## config.mk

```make
export PLATFORM = sky130hd
export DESIGN_NAME = if_stage
export DESIGN_NICKNAME = d
export VERILOG_FILES = /design/src/rtl/if_pkg.sv /design/src/rtl/if_stage_next_pc_calc.sv /design/src/rtl/if_stage.sv
export SDC_FILE = /design/constraint.sdc
export NUM_CORES = 1
export LEC_CHECK = 0
export CAP_MARGIN = 25
export CORE_ASPECT_RATIO = 0.5
export CORE_UTILIZATION = 34
export CTS_BUF_LIST = sky130_fd_sc_hd__clkbuf_8 sky130_fd_sc_hd__clkbuf_16
export CTS_CLUSTER_DIAMETER = 40
export DETAILED_ROUTE_END_ITERATION = 12
export SETUP_SLACK_MARGIN = 0.3
export SLEW_MARGIN = 20
export SYNTH_ARGS = -nofsm -noshare
export SYNTH_HDL_FRONTEND = slang
export SYNTH_SLANG_ARGS = --single-unit
```

## constraint.sdc

```tcl
create_clock -name clk -period 4.6 [get_ports clk]
set_clock_uncertainty 0.1 [all_clocks]
set_input_delay 0.69 -clock clk [delete_from_list [all_inputs] [get_ports clk]]
set_output_delay 0.69 -clock clk [all_outputs]
set_load 0.05 [all_outputs]
```

## src/rtl/if_pkg.sv

```systemverilog
// Shared types and constants for the instruction fetch stage.
// Vectors are big-endian indexed [0:31]: bit 0 is the MSB.
package if_pkg;

  typedef enum logic [2:0] {
    IDLE = 3'd0,
    REQ  = 3'd1,
    WAIT = 3'd2,
    HOLD = 3'd3,
    ERR  = 3'd4
  } if_state_t;

  localparam logic [0:31] PC_INCR = 32'd4;

  // Instruction field boundaries
  localparam int OPC_HI = 0;
  localparam int OPC_LO = 5;
  localparam int JT_HI  = 6;
  localparam int JT_LO  = 31;
  localparam int IMM_HI = 16;
  localparam int IMM_LO = 31;

  // Sign-extended word offset of a 16-bit branch immediate.
  function automatic logic [0:31] branch_offset(input logic [0:15] imm);
    return {{14{imm[0]}}, imm, 2'b00};
  endfunction

endpackage

```

## src/rtl/if_stage_next_pc_calc.sv

```systemverilog
// Combinational next-PC selection for the fetch stage: register jump,
// absolute jump, taken branch or sequential, in that priority.
import if_pkg::*;

module next_pc_calc (
  input  logic [0:31] pc,
  input  logic [0:31] instruction,
  input  logic        branch,
  input  logic        jump,
  input  logic        jump_use_reg,
  input  logic        branch_taken,
  input  logic [0:31] reg_target,
  output logic [0:31] next_pc,
  output logic        misaligned
);

  logic [0:31] pc_plus4;
  logic        unused_opcode;

  assign pc_plus4      = pc + PC_INCR;
  assign unused_opcode = ^instruction[OPC_HI:OPC_LO];

  always_comb begin
    next_pc = pc_plus4;
    if (jump && jump_use_reg) begin
      next_pc = reg_target;
    end else if (jump) begin
      // Absolute jump stays inside the 256 MiB region of the delay-free PC+4.
      next_pc = {pc_plus4[0:3], instruction[JT_HI:JT_LO], 2'b00};
    end else if (branch && branch_taken) begin
      next_pc = pc_plus4 + branch_offset(instruction[IMM_HI:IMM_LO]);
    end
  end

  assign misaligned = jump && jump_use_reg && (reg_target[30:31] != 2'b00);

endmodule

```

## src/rtl/if_stage.sv

```systemverilog
// Instruction fetch stage: owns the PC, issues single-outstanding word
// fetches and holds one instruction for decode until it is retired.
import if_pkg::*;

module if_stage #(
  parameter logic [0:31] RESET_PC = 32'h0000_0000
) (
  input  logic        clk,
  input  logic        reset,
  output logic        IMEM_REQ,
  output logic [0:31] IMEM_ADDR,
  input  logic        IMEM_RVALID,
  input  logic [0:31] IMEM_RDATA,
  output logic [0:31] INSTRUCTION,
  output logic        INSTR_VALID,
  output logic [0:31] PC,
  output logic [0:31] LINK_ADDR,
  input  logic        RETIRE,
  input  logic        BRANCH,
  input  logic        JUMP,
  input  logic        JUMP_USE_REG,
  input  logic        BRANCH_TAKEN,
  input  logic [0:31] REG_TARGET,
  output logic        FETCH_ERR,
  output if_state_t   dbg_state
);

  // Handshakes: IMEM_REQ is a one-cycle pulse with IMEM_ADDR valid alongside;
  // IMEM_RVALID is honoured only in WAIT. INSTR_VALID acts as valid toward
  // decode and RETIRE as its ready/accept, honoured only in HOLD, so a RETIRE
  // held high consumes exactly one instruction per HOLD entry.
  if_state_t   state;
  if_state_t   next_state;
  logic [0:31] fetch_pc;
  logic [0:31] instr_q;
  logic [0:31] pc_q;
  logic [0:31] next_pc;
  logic        misaligned;

  next_pc_calc u_next_pc (
    .pc           (pc_q),
    .instruction  (instr_q),
    .branch       (BRANCH),
    .jump         (JUMP),
    .jump_use_reg (JUMP_USE_REG),
    .branch_taken (BRANCH_TAKEN),
    .reg_target   (REG_TARGET),
    .next_pc      (next_pc),
    .misaligned   (misaligned)
  );

  always_ff @(posedge clk) begin
    if (reset) begin
      state    <= IDLE;
      fetch_pc <= RESET_PC;
      instr_q  <= '0;
      pc_q     <= RESET_PC;
    end else begin
      state <= next_state;
      if (state == WAIT && IMEM_RVALID) begin
        instr_q <= IMEM_RDATA;
        pc_q    <= fetch_pc;
      end
      if (state == HOLD && RETIRE && !misaligned) begin
        fetch_pc <= next_pc;
      end
    end
  end

  always_comb begin
    next_state = state;
    case (state)
      IDLE: next_state = REQ;
      REQ:  next_state = WAIT;
      WAIT: if (IMEM_RVALID) next_state = HOLD;
      HOLD: begin
        if (RETIRE) next_state = misaligned ? ERR : REQ;
      end
      ERR:     next_state = ERR;
      default: next_state = IDLE;
    endcase
  end

  assign IMEM_REQ    = (state == REQ);
  assign IMEM_ADDR   = fetch_pc;
  assign INSTRUCTION = instr_q;
  assign INSTR_VALID = (state == HOLD);
  assign PC          = pc_q;
  assign LINK_ADDR   = pc_q + PC_INCR;
  assign FETCH_ERR   = (state == ERR);
  assign dbg_state   = state;

endmodule

```

## Word-level counts from Yosys, hierarchy flattened

Cells that the tools add are included.

- Register bits after elaboration: 99
- Input port bits: 72
- Output and inout bits: 134
- Word-level logic and storage cells: 29

- $add $sub $neg: 2
- Equality and inequality tests: 6
- Mux-type cells: 7
- Reduce and logical (&&, ||, !) cells: 10

Operators with widths:

| cell | number |
|---|---|
| $mux W32 | 3 |
| $add A32 B3 Y32 const B | 1 |
| $add A32 B32 Y32 | 1 |
| $pmux W3 S5 | 1 |
| $mux W3 | 3 |
| $eq A3 B2 Y1 const B | 2 |
| $logic_and A1 B1 Y1 | 6 |
| $eq A3 B1 Y1 const B | 1 |
| $eq A3 B3 Y1 const B | 1 |
| $logic_not A3 Y1 | 1 |
| $ne A2 B1 Y1 const B | 1 |
| $ne A2 B2 Y1 const B | 1 |
| $reduce_and A2 Y1 | 1 |
| $reduce_bool A2 Y1 | 1 |
| $logic_not A1 Y1 | 1 |

## Logic depth before layout (Yosys ltp)

- Depth in word-level cells: 5
- Gate-level depth with buffers: 17
- Depth with buffers taken out: 16

## By module

Synthesis repeated with hierarchy kept, for this count alone.

- Cell total of the unflattened synthesis: 996
- Area total of the unflattened synthesis: 7,201.9 µm²

Modules (own cells, without submodules):

| module | instances | cells each | area an instance (µm²) | sequential area each (µm²) |
|---|---|---|---|---|
| if_stage | 1 | 530 | 4,057.6 | 1,981.9 |
| next_pc_calc | 1 | 466 | 3,144.3 | 0.0 |

## Least setup slack after synthesis

No wires, ideal clock.

- Path kind: register -> register
- Start point: reg pc_q (netlist bit PC[29])
- End point: reg fetch_pc (netlist bit IMEM_ADDR[0])
- Library setup time: 61 ps
- Arrival: 4,642 ps
- Required time: 4,439 ps
- Slack: -203 ps
- Stages on the path, launching flop included: 17
- Buffers on the path: 0
- Period minus slack after synthesis: 4,803 ps
- Path through: dfxtp_1 ha_1 and4_1 nand4_1 nor2_1 nand4_1 xnor2_1 ha_1 a21oi_1 nand2_1 a2111oi_2 o211ai_1 nand3_1 o211ai_1 xor2_1 a2111oi_0 nand2b_1

- Cells in the longest elaborated chain, start to end: 5

Ends and longest elaborated chain:

| what | line | RTL |
|---|---|---|
| start: declaration | if_stage.sv:36 | `logic [0:31] pc_q;` |
| start signal: assignment | if_stage.sv:62 | `pc_q <= fetch_pc;` |
| $add A32 B3 Y32 | -- |  |
| net LINK_ADDR, one bit | if_stage.sv:17 | `output logic [0:31] LINK_ADDR,` |
| $add A32 B32 Y32 | if_stage_next_pc_calc.sv:31 | `next_pc = pc_plus4 + branch_offset(instruction[IMM_HI:IMM_LO]);` |
| $mux W32 | if_stage_next_pc_calc.sv:30 | `end else if (branch && branch_taken) begin` |
| $mux W32 | if_stage_next_pc_calc.sv:27 | `end else if (jump) begin` |
| $mux W32 | if_stage_next_pc_calc.sv:25 | `if (jump && jump_use_reg) begin` |
| end signal: assignment | if_stage.sv:65 | `fetch_pc <= next_pc;` |
| end: declaration | if_stage.sv:34 | `logic [0:31] fetch_pc;` |

The timed path passes the listed nets, and every way through them passes these cells.
A chain may end at the register's enable or synchronous reset.

## Worst setup path after layout

- Start point: reg pc_q (netlist bit PC[24])
- End point: reg fetch_pc (netlist bit IMEM_ADDR[3])

- Cells in the longest elaborated chain, start to end: 5

Ends and longest elaborated chain:

| what | line | RTL |
|---|---|---|
| $add A32 B3 Y32 * | if_stage_next_pc_calc.sv:20 | `assign pc_plus4 = pc + PC_INCR;` |
| $add A32 B32 Y32 | if_stage_next_pc_calc.sv:31 |  |
| $mux W32 | if_stage_next_pc_calc.sv:30 |  |
| $mux W32 * | if_stage_next_pc_calc.sv:27 |  |
| $mux W32 * | if_stage_next_pc_calc.sv:25 |  |

Every way passes the cells marked *; elsewhere a longest branch is shown, timed or not.

==> flow_summary.yaml <==
grt:
  antenna_found_initial: 0
  grt_max_degree: 74
  grt_pass1_vias: 6344
  overflow: 0
  grt_util_all_layers_pct: 25.1
  grt_pass1_wl_um: 37800
finish:
  area_growth_pct: 42.9
  fin_area_mm2: 0.00922
  nNetsFinal: 1142
  drive_gt1_share_pct: 8.09
  antenna_cells: 0
  fin_util_pct: 49.9
  final_cells: 1297
yosys:
  synth_cell_type_count: 70
  syn_inst: 849
  synth_nets: 958
  yosys_warnings: 0
  synth_top_area_share_pct: 30.7
  seq_area_frac_synth_pct: 30.7
  synth_seq_cells: 99
  yosys.area.top_type: "dfxtp_1"
  synth_area_per_cell_um2: 7.60
  synth_ff_type: "dfxtp_1"
  synth_edf_count: 0
  ys_top_cells_by_area: "dfxtp_1 31%, nand2_1 11%, a21oi_1 9.2%"
  ys_async_sr_fraction_pct: 0
  syn_area_mm2: 0.00645
power_and_ir_drop:
  cellLeakagePower_nw: 3.56
  vdd_drop_max_v: 0.000175
  power_density_mw_per_mm2: 224
  power_mw: 2.07
die:
  dieArea_mm2: 0.0196
  io_pins: 206
  core_area_mm2: 0.0185
  die_w_um: 197
  std_cell_rows: 35
  dieHeight_um: 99.4
  start_util_pct: 34.9
sta:
  tns_ns: 0
  slew_violations: 0
  setup_slack_ns: 0.568
  fmax_mhz: 248
  slew-limit-headroom_pct: 32.4
  hold_viol: 0
  timing.final.crit_period_ns: 4.03
  grt_setup_unrepaired: "false"
  worst_hold_slack_ns: 0.359
  period_share_pct: 87.6
  setup_viol: 0
  tightestPinTransition_ns: 1.01
clock_network:
  clk_path_buf_depth: 2
  cts_buffers: 9
  holdBufCountCts: 0
  clock_latency_ns: 0.36
  cts_tree: "built"
  clock-root-buffer: "clkbuf_16"
  cts_max_level: 3
  clock_sinks: 99
  cts.clk_slew.worst_paths_ns: 0.08
setup_path:
  required_ns: 4.71
  arrival_ns: 4.14
  cp_slowest_cell: "dfxtp_1"
  cp-end-kind: "register"
  crit_chain: "nand4_1 > nor3_1 > buf_4 > nand3_1 > xnor2_4 > ha_1 > a21o_1 > a21o_1 > a21oi_1 > o21a_1 > a2bb2oi_1 > o221ai_1 > xor2_1 > a21oi_1 > nor3_1"
  cpPeakStageDelay_ns: 0.47
  crit_buf_inv: 1
  cp_max_fo: 8
  start_kind: "register"
  path_class: "register to register"
  cp_top_family: "compound AO/OA/AOI/OAI gates"
placement:
  place_ws_ns: 0.276
  gp_congestion: 0.990
  numPlacedInstances: 1280
  dpl.hpwl_um: 18500
  placed_cell_area_mm2: 0.00889
  numPortBuffers: 205
run_status:
  outcome: "finished, final reports clean"
detailed_routing:
  drc: 0
  first_pass_iters: 5
  drtIter0Drc: 535
  wl_per_cell_um: 19.3
  antenna_left: 0
  via_per_inst: 5.33
  vias: 6916
  wirelength_um: 25000
run:
  drv_cap: 0
worst_hold_path:
  min_path_type: "register to register"
[layer usage]
metal	routed length, um	vias up	share of wire, %	global-route usage [%]
li1	-	3378	-	-
met1	12200	3295	49	37.6
met2	10900	227	44	37.8
met3	1710	16	6.8	4.71
met4	199	0	0.80	3.22
met5	0	-	0	0
[final timing paths]
path | cells after the start | to | from | slack (ns)
setup / recovery | 15 | IMEM_ADDR[3]$_SDFFE_PP0P_ | PC[24]$_SDFFE_PP0P_ | 0.57
hold / removal | 2 | IMEM_ADDR[20]$_SDFFE_PP0P_ | IMEM_ADDR[20]$_SDFFE_PP0P_ | 0.36
setup reg to reg | 15 | IMEM_ADDR[3]$_SDFFE_PP0P_ | PC[24]$_SDFFE_PP0P_ | 0.57
hold reg to reg | 2 | IMEM_ADDR[20]$_SDFFE_PP0P_ | IMEM_ADDR[20]$_SDFFE_PP0P_ | 0.36
[synth_stat cells (7+ instances only)]
cell / n
nand2_1: 190
a21oi_1: 119
dfxtp_1: 99
nor2_1: 57
clkbuf_1: 37
ha_1: 36
xnor2_1: 26
mux2i_1: 25
nor3_1: 22
o21ai_0: 22
xor2_1: 22
nand3_1: 21
a211oi_1: 17
a21o_1: 15
nand4_1: 12
inv_1: 9
and3_1: 7
[power by group]
part	internal (mW)	leakage (nW)	switching, mW
Clock	0.432	0.149	0.388
Combinational	0.137	2.61	0.216
Sequential	0.874	0.802	0.0225
[what timing repair did]
item	4_1_cts	5_1_grt
gates resized for setup	0	7
setup buffers	1	0
endpoints found under the setup margin	1	3
cloned	0	0
pin swaps	1	1
[worst min-delay path, delay by kind of cell (launching register included)]
| family | cells | cell delay, ns |
|---|---|---|
| DFF | 1 | 0.33 |
| and+or+nand+nor | 2 | 0.09 |
[cells by family after synthesis]
kind of cell	count (synthesis)	synth area share, %
flip-flops	99	30.7
multiplexers	29	4.57
buffers and inverters	59	3.74
adder cells (fa/ha/maj)	37	7.29
AO/OA/AOI/OAI	236	23.4
AND/OR/NAND/NOR	339	23.3
XOR/XNOR	50	7.02
[registers in the layout (all words and copies together), names as in the netlist]
| register | flops |
|---|---|
| IMEM_ADDR | 32 |
| INSTRUCTION | 32 |
| PC | 32 |
| dbg_state | 3 |
[area by class of cell]
type	instances	area, um2
multi-input combinational	691	4390
tap	259	324
sequential	99	1990
fill	1849	9260
timing repair buffer	223	2180
clock inverter	7	80.1
clock buffer	9	225
inverter	9	33.8
[placed cells by master (no fill, tap or decap), drive strengths merged, types with 15 or more instances in the layout]
master	count
xor2	23
nand2	190
clkdlybuf4s50	203
xnor2	27
mux2i	25
buf	20
nor2	58
a21oi	119
dfxtp	99
o21ai	25
a211oi	19
ha	36
nand3	23
nor3	22
a21o	15
Note: power is estimated with default switching activity, not from simulation.
